$ cat config.mk
export PLATFORM = sky130hd
export DESIGN_NAME = dmem_arbiter
export DESIGN_NICKNAME = d
export VERILOG_FILES = /design/src/rtl/dmem_arbiter.sv
export SDC_FILE = /design/constraint.sdc
export NUM_CORES = 1
export LEC_CHECK = 0
export ABC_CLOCK_PERIOD_IN_PS = 5300
export BUFFER_PORTS_ARGS = -buffer_cell sky130_fd_sc_hd__buf_2
export CORE_MARGIN = 5
export CORE_UTILIZATION = 30
export CTS_BUF_LIST = sky130_fd_sc_hd__clkbuf_2
export CTS_CLUSTER_DIAMETER = 100
export DETAILED_ROUTE_END_ITERATION = 10
export GPL_TIMING_DRIVEN = 0
export PLACE_DENSITY = 0.75
export SYNTH_ARGS = -nofsm -noshare
export SYNTH_HDL_FRONTEND = slang
export SYNTH_SLANG_ARGS = --single-unit
$ cat constraint.sdc
create_clock -name clock -period 5.3 [get_ports clock]
set_input_delay 1.06 -clock clock [delete_from_list [all_inputs] [get_ports clock]]
set_output_delay 1.06 -clock clock [all_outputs]
set_load 0.05 [all_outputs]
$ cat src/rtl/dmem_arbiter.sv
// dmem_arbiter: shares the data memory between the CPU MEM stage and a DMA
// burst requester. The CPU owns each port by default; DMA beats slip into
// whichever port the CPU leaves idle, and a starvation counter forces a
// one-cycle CPU stall so a long-blocked beat can complete.
//
// state | meaning
// IDLE  | CPU pass-through on both ports, waiting for a DMA request
// BURST | DMA beats issued on the burst's port whenever allowed
// DONE  | one-cycle completion pulse, request not sampled
module dmem_arbiter #(
  parameter int DMEM_ADDR_WIDTH = 12,
  parameter int DMEM_WORD_WIDTH = 16,
  parameter int BURST_LEN_WIDTH = 4,
  parameter int STARVE_LIMIT    = 8
) (
  input  logic                       clock,
  input  logic                       reset,
  input  logic                       in_cpu_rd_en,
  input  logic [DMEM_ADDR_WIDTH-1:0] in_cpu_rd_addr,
  input  logic                       in_cpu_wr_en,
  input  logic [DMEM_ADDR_WIDTH-1:0] in_cpu_wr_addr,
  input  logic [DMEM_WORD_WIDTH-1:0] in_cpu_wr_word,
  output logic [DMEM_WORD_WIDTH-1:0] out_cpu_rd_word,
  output logic                       out_cpu_stall,
  input  logic                       in_dma_req,
  input  logic                       in_dma_we,
  input  logic [DMEM_ADDR_WIDTH-1:0] in_dma_addr,
  input  logic [BURST_LEN_WIDTH-1:0] in_dma_len,
  input  logic [DMEM_WORD_WIDTH-1:0] in_dma_wr_word,
  output logic                       out_dma_gnt,
  output logic                       out_dma_rd_valid,
  output logic [DMEM_WORD_WIDTH-1:0] out_dma_rd_word,
  output logic                       out_dma_busy,
  output logic                       out_dma_done,
  output logic [DMEM_ADDR_WIDTH-1:0] out_mem_rd_addr,
  output logic [DMEM_ADDR_WIDTH-1:0] out_mem_wr_addr,
  output logic [DMEM_WORD_WIDTH-1:0] out_mem_wr_word,
  output logic                       out_mem_write_en,
  input  logic [DMEM_WORD_WIDTH-1:0] in_mem_rd_word
);

  localparam int STARVE_WIDTH = $clog2(STARVE_LIMIT + 1);

  typedef enum logic [1:0] {IDLE, BURST, DONE} state_t;

  state_t                     state, state_next;
  logic [DMEM_ADDR_WIDTH-1:0] base_addr;
  logic [BURST_LEN_WIDTH-1:0] burst_len;
  logic [BURST_LEN_WIDTH-1:0] beat_cnt;
  logic                       burst_we;
  logic [STARVE_WIDTH-1:0]    starve_cnt;
  logic                       rd_owner_dma;

  logic                       conflict;
  logic                       starve_hit;
  logic                       dma_gnt;
  logic                       cpu_stall;
  logic                       dma_wr_beat;
  logic                       dma_rd_beat;
  logic [DMEM_ADDR_WIDTH-1:0] beat_addr;

  // base + count wraps naturally at the top of memory
  assign beat_addr = base_addr + DMEM_ADDR_WIDTH'(beat_cnt);

  // State register
  always_ff @(posedge clock or posedge reset) begin
    if (reset) state <= IDLE;
    else       state <= state_next;
  end

  // Next state plus grant/stall decision from state and CPU enables
  always_comb begin
    state_next = state;
    conflict   = 1'b0;
    starve_hit = 1'b0;
    dma_gnt    = 1'b0;
    cpu_stall  = 1'b0;
    case (state)
      IDLE: begin
        if (in_dma_req) state_next = BURST;
      end
      BURST: begin
        conflict   = burst_we ? in_cpu_wr_en : in_cpu_rd_en;
        starve_hit = (starve_cnt == STARVE_WIDTH'(STARVE_LIMIT));
        dma_gnt    = !conflict || starve_hit;
        cpu_stall  = conflict && starve_hit;
        if (dma_gnt && (beat_cnt == burst_len)) state_next = DONE;
      end
      DONE: begin
        state_next = IDLE;
      end
      default: begin
        state_next = IDLE;
      end
    endcase
  end

  // Burst context, beat/starve counters and the read-data owner flag
  always_ff @(posedge clock or posedge reset) begin
    if (reset) begin
      base_addr    <= '0;
      burst_len    <= '0;
      burst_we     <= 1'b0;
      beat_cnt     <= '0;
      starve_cnt   <= '0;
      rd_owner_dma <= 1'b0;
    end else begin
      rd_owner_dma <= dma_rd_beat;
      if (state == IDLE && in_dma_req) begin
        base_addr  <= in_dma_addr;
        burst_len  <= in_dma_len;
        burst_we   <= in_dma_we;
        beat_cnt   <= '0;
        starve_cnt <= '0;
      end else if (state == BURST) begin
        if (dma_gnt) begin
          beat_cnt   <= beat_cnt + BURST_LEN_WIDTH'(1);
          starve_cnt <= '0;
        end else begin
          starve_cnt <= starve_cnt + STARVE_WIDTH'(1);
        end
      end
    end
  end

  // Port muxes: a granted beat takes its port, otherwise CPU pass-through.
  // A forced stall also drops the CPU store on the other port.
  always_comb begin
    dma_wr_beat      = dma_gnt && burst_we;
    dma_rd_beat      = dma_gnt && !burst_we;
    out_mem_wr_addr  = dma_wr_beat ? beat_addr : in_cpu_wr_addr;
    out_mem_wr_word  = dma_wr_beat ? in_dma_wr_word : in_cpu_wr_word;
    out_mem_rd_addr  = dma_rd_beat ? beat_addr : in_cpu_rd_addr;
    out_mem_write_en = !reset && (dma_wr_beat || (in_cpu_wr_en && !cpu_stall));
  end

  assign out_dma_gnt      = dma_gnt;
  assign out_cpu_stall    = cpu_stall;
  assign out_dma_busy     = (state != IDLE);
  assign out_dma_done     = (state == DONE);
  assign out_dma_rd_valid = rd_owner_dma;
  assign out_dma_rd_word  = in_mem_rd_word;
  assign out_cpu_rd_word  = in_mem_rd_word;

endmodule

==> reports/results.tsv, run 1 <==
metric	value	unit
post-dp-hpwl	6890	um
clock_skew	1.51	ps
irDropWorstVdd	0.235	mV
powerDensity	577	mW/mm^2
post_cts_resize_count	0	
synth_flop_cell	dfrtp_1	
synth.distinct_cells	35	
synth.cell_area	0.00229	mm^2
grt_usage	0.159	
power_switching	0.00107	W
netlist_instances	244	
core	0.00733	mm^2
finalSetupTns	0	ps
intPower	0.000780	W
synth_edf_count	0	
post-route-drc-count	0	
n_antenna_cell	0	
port_buffers	155	
path_class	reg2out	
synthTopCellsByArea	dfrtp_1 31%, mux2_4 12%, buf_4 10%	
yosysMostFrequentCell	nand2_1	
synth.top_cell.area_share	0.306	
area_growth	40.0	%
crit_path_start	beat_cnt[0]	
p_clk_frac	0.040	
crit-reg2reg-capture	burst_we	
wl_per_cell	15.7	um
startpoint_type	flop	
arrival	2710	ps
tightest_slew	1070	ps
rows	31	
hold_viol_final	0	
cts_buffers	3	
p_total	0.00185	W
ios	172	
start_util	0.312	
hp-start	base_addr[0]	
r2r_cells	4	
ys_seq_area_frac	0.306	
final_nets	506	
grt_pass1_vias	2427	
switching_share	0.578	
cts_tree	built	
fin_crit	3770	ps
setup_violations	0	
die-width	97.3	um
cp.required	4240	ps
die_h	97.3	um
dieArea	0.00948	mm^2
clkSlewWorstSetupHoldPaths	230	ps
worstSkewPairLatency	350	ps
finish.utilization	0.437	
syn_avg_cell_area	9.38	um^2
rrSetupSlack	3440	ps
rsz0062_at_grt	no	
dr.pass1.iters	4	
drtIter0Drc	28	
ant_nets	0	
period_share	0.712	
grt_pass1_wl	12300	um
postCtsSetupBuffers	0	
syn_nets	346	
final_layout_size_suffix_gt1_frac	0.582	
end_kind	output port	
worstPathMaxFanout	5	
synth_seq_cells	28	
ctsHoldBuffers	0	
place_congestion	0.931	
ys_warn_count	0	
r2r_start	state[0]	
grt_overflow	0	
crit_path_end	out_mem_wr_addr[6]	
leakage	1.76	nW
clkSinkCount	28	
slew-limit-headroom	0.287	
cts_buffer_depth	2	
final_max_slew_viol_count	0	
synthArstFlopShare	1.00	
via_count	2231	
outcome	finished clean	
vias_per_cell	4.45	
synth_top_area_cell	dfrtp_1	
max_freq	0.265	GHz
htree_levels	1	
cap_violations	0	
synthTopCellsByCount	33 x nand2_1, 32 x buf_4, 28 x dfrtp_1	
routed_wl	7840	um
antenna_found_initial	0	
hp-class	reg2reg	
grt_max_degree	29	
cts_root_buf	clkbuf_2	
seqPwrFrac	0.216	
combPwrFrac	0.744	
## cells by family after synthesis
kind of cell,Yosys count,synth area share
compound gates,40,0.0984
xor+xnor,17,0.0651
fa+ha+maj,8,0.0470
buf+inv,50,0.143
flops,28,0.306
mux,36,0.206
simple gates,65,0.135
## worst max-delay path, cell delays in order (launching register included)
cell     delay, ps
dfrtp_1        530
ha_1           240
inv_1           70
fa_1           410
nor2b_1        110
o21ai_0        190
a21oi_1        240
xnor2_1        110
o21ai_0        160
buf_2          300
## state kept, by name (all words and copies together) (netlist names)
register          flops
burst_we              1
state                 2
beat_cnt              4
burst_len             4
out_dma_rd_valid      1
base_addr            12
starve_cnt            4
## metrics by stage
step	setup slack, ps	hold slack, ps	instance area (um^2)	cells
2_1_floorplan	920	487	2290	244
3_3_place_gp	1610	503	3190	498
3_5_place_dp	1560	505	3190	498
4_1_cts	1500	557	3200	501
5_1_grt	1290	583	3200	501
6_report	1530	552	3200	501
## cells in the final DEF (no fill, tap or decap), drive strengths merged, types with 3 or more instances in the layout
cell	netlist	layout
nand2b	3	3
o21ai	26	26
dfrtp	28	28
nor2b	4	4
clkbuf	3	6
nand4	3	3
nand2	34	34
xnor2	13	13
a21oi	8	8
nor3b	3	3
xor2	4	4
inv	9	9
nor2	11	11
buf	38	193
mux2	34	34
ha	7	7
## layout make-up
cell class	instances	area (um^2)
Fill cell	725	4130
Clock buffer	3	15.0
Buffer	41	294
Multi-Input combinational cell	166	1260
Timing Repair Buffer	155	776
Sequential cell	28	701
Inverter	9	33.8
Tap cell	99	124
## power groups by stage
stage	Sequential [W]	Combinational (W)	Clock (W)
after detailed placement	0.000406	0.00139	0
after floorplan	0.000392	0.00108	0
final	0.000399	0.00138	0.0000735
after global routing	0.000417	0.00147	0.0000867
after CTS	0.000401	0.00139	0.0000771
after global placement	0.000400	0.00136	0
## per-layer routing
metal	vias to the layer above	GRT usage	wire [um]
li1	1107	-	-
met1	1017	0.170	2980
met2	97	0.305	4100
met3	10	0.0395	611
met4	0	0.0469	150
met5	-	0	0
## worst min path at each step
stage | end | slack (ps) | depth (start not counted)
finish | base_addr[0] | 550 | 1
floorplan | base_addr[0] | 490 | 1
global placement | base_addr[0] | 500 | 1
detailed placement | base_addr[0] | 510 | 1
global route | base_addr[0] | 580 | 1
CTS | base_addr[0] | 560 | 1
(Power assumes the default switching activity.)
==> run 2: changes to the inputs <==
--- a/config.mk
+++ b/config.mk
@@ -5,7 +5,7 @@
 export SDC_FILE = /design/constraint.sdc
 export NUM_CORES = 1
 export LEC_CHECK = 0
-export ABC_CLOCK_PERIOD_IN_PS = 5300
+export ABC_CLOCK_PERIOD_IN_PS = 3600
 export BUFFER_PORTS_ARGS = -buffer_cell sky130_fd_sc_hd__buf_2
 export CORE_MARGIN = 5
 export CORE_UTILIZATION = 30
==> constraint.sdc (replaced) <==
create_clock -name clock -period 3.6 [get_ports clock]
set_input_delay 0.72 -clock clock [delete_from_list [all_inputs] [get_ports clock]]
set_output_delay 0.72 -clock clock [all_outputs]
set_load 0.05 [all_outputs]
==> run 2 against run 1 <==
Effect of this change:
- global-route usage is 0.51 points lower
- critical endpoint is now out_mem_rd_addr[6]
- setup slack worse by 1300 ps
- final area is 0.16% higher
==> reports/results.tsv, run 2 (same netlist as run 1, synthesis figures left out) <==
metric	value	unit	change
outcome	finished clean		
grt_max_degree	29		unchanged
clkSinkCount	28		unchanged
period_share	0.928		
irDropWorstVdd	0.353	mV	+50%
port_buffers	155		unchanged
htree_levels	1		unchanged
ant_nets	0		unchanged
design_area	0.00321	mm^2	+0.16%
place_congestion	0.925		-0.73%
dr.pass1.iters	4		unchanged
arrival	2620	ps	-90 ps
path_class	reg2out		
leakage	1.76	nW	about the same
grt_pass1_vias	2251		-7.3%
placed_area	0.00319	mm^2	unchanged
core	0.00733	mm^2	unchanged
final_max_slew_viol_count	0		unchanged
rows	31		unchanged
largest_reg_flops	12		unchanged
die-width	97.3	um	unchanged
hp-class	reg2reg		
tightest_slew	1080	ps	+10.3 ps
setup_violations	0		unchanged
finalSetupTns	0	ps	unchanged
final_layout_size_suffix_gt1_frac	0.583		+0.00104
clock_skew	18.6	ps	+17.1 ps
start_util	0.312		unchanged
cts_buffer_depth	2		unchanged
post-route-drc-count	0		unchanged
slew-limit-headroom	0.280		-0.00688
end_kind	output port		
grt_usage	0.154		-0.00509
vias_per_cell	4.45		about the same
via_count	2234		+0.13%
powerDensity	847	mW/mm^2	+47%
cts_tree	built		
area_growth	40.2	%	
ctsHoldBuffers	0		unchanged
grt_overflow	0		unchanged
cts_buffers	3		unchanged
antenna_found_initial	0		unchanged
post-dp-hpwl	6850	um	-0.63%
max_freq	0.299	GHz	
cp.required	2880	ps	-1360 ps
ios	172		unchanged
drtIter0Drc	28		unchanged
fin_crit	3340	ps	
worstSkewPairLatency	360	ps	about the same
rsz0062_at_grt	no		
layout_commonest_cell	buf_2		
n_antenna_cell	0		unchanged
layout_common_cells	159 x buf_2, 33 x nand2_1, 32 x buf_4		
cts_root_buf	clkbuf_2		
grt_pass1_wl	11900	um	-3.3%
cap_violations	0		unchanged
clkSlewWorstSetupHoldPaths	250	ps	+20 ps
die_h	97.3	um	unchanged
dieArea	0.00948	mm^2	unchanged
largest-register	base_addr		
startpoint_type	flop		
wl_per_cell	15.5	um	-0.94%
final_nets	506		unchanged
worstPathMaxFanout	5		unchanged
finish.utilization	0.438		+0.000682
hold_viol_final	0		unchanged
routed_wl	7780	um	-0.74%
run 2: cell count changes in the layout (fill, tap and decap cells not counted):
cell and delta:
o21ai_1 +2, o21ai_0 -2, dfrtp_2 +1, dfrtp_1 -1
clkinv_1 +1
run 2: layout make-up:
| class | count | area [um^2] |
|---|---|---|
| Buffer | 41 | 294 |
| Clock buffer | 3 | 15.0 |
| Clock inverter | 1 | 3.75 |
| Fill cell | 746 | 4120 |
| Inverter | 9 | 33.8 |
| Multi-Input combinational cell | 166 | 1260 |
| Sequential cell | 28 | 702 |
| Tap cell | 99 | 124 |
| Timing Repair Buffer | 155 | 776 |
run 2: path summary, 6_finish.rpt:
path                       slack (ps)          from            endpoint  cells after the start
min                               560  base_addr[0]        base_addr[0]                      1
min reg2reg                       560  base_addr[0]        base_addr[0]                      1
max reg2reg                      1690      state[0]        base_addr[3]                      4
max in group asynchronous        2300         reset         beat_cnt[0]                      2
max                               260   beat_cnt[0]  out_mem_rd_addr[6]                      9
min in group asynchronous         580         reset        burst_len[2]                      2
run 2: where the power goes:
group | internal, W | switching [W] | total, W
combinational | 0.000672 | 0.00134 | 0.00201
sequential | 0.000454 | 0.000135 | 0.000589
clock | 0.0000241 | 0.0000924 | 0.000117
run 2: timing repair:
action / in CTS / in global routing
resized for setup: 0 / 1
setup endpoints to repair: 0 / 2
buffers inserted: 0 / 0
run 2: critical path, stage by stage (launching register included):
cell and delay, ps:
dfrtp_2 490, ha_1 230, inv_1 70, fa_1 390, nor2b_1 110, o21ai_0 180, a21oi_1 230, xnor2_1 110
o21ai_0 170, buf_2 290
run 2: layer usage:
| layer | wire (um) | GRT usage |
|---|---|---|
| met5 | 0 | 0 |
| met2 | 4140 | 0.300 |
| met3 | 600 | 0.0352 |
| met1 | 2940 | 0.167 |
| met4 | 103 | 0.0330 |
run 2: stage by stage:
step / hold slack [ps] / power, W / std cells / setup WS, ps
6_report: 556 / 0.00272 / 502 / 261
5_1_grt: 528 / 0.00289 / 502 / 27.2
4_1_cts: 550 / 0.00274 / 502 / 168
3_5_place_dp: 514 / 0.00263 / 498 / 541
3_3_place_gp: 502 / 0.00259 / 498 / 571
2_1_floorplan: 487 / 0.00217 / 244 / -100
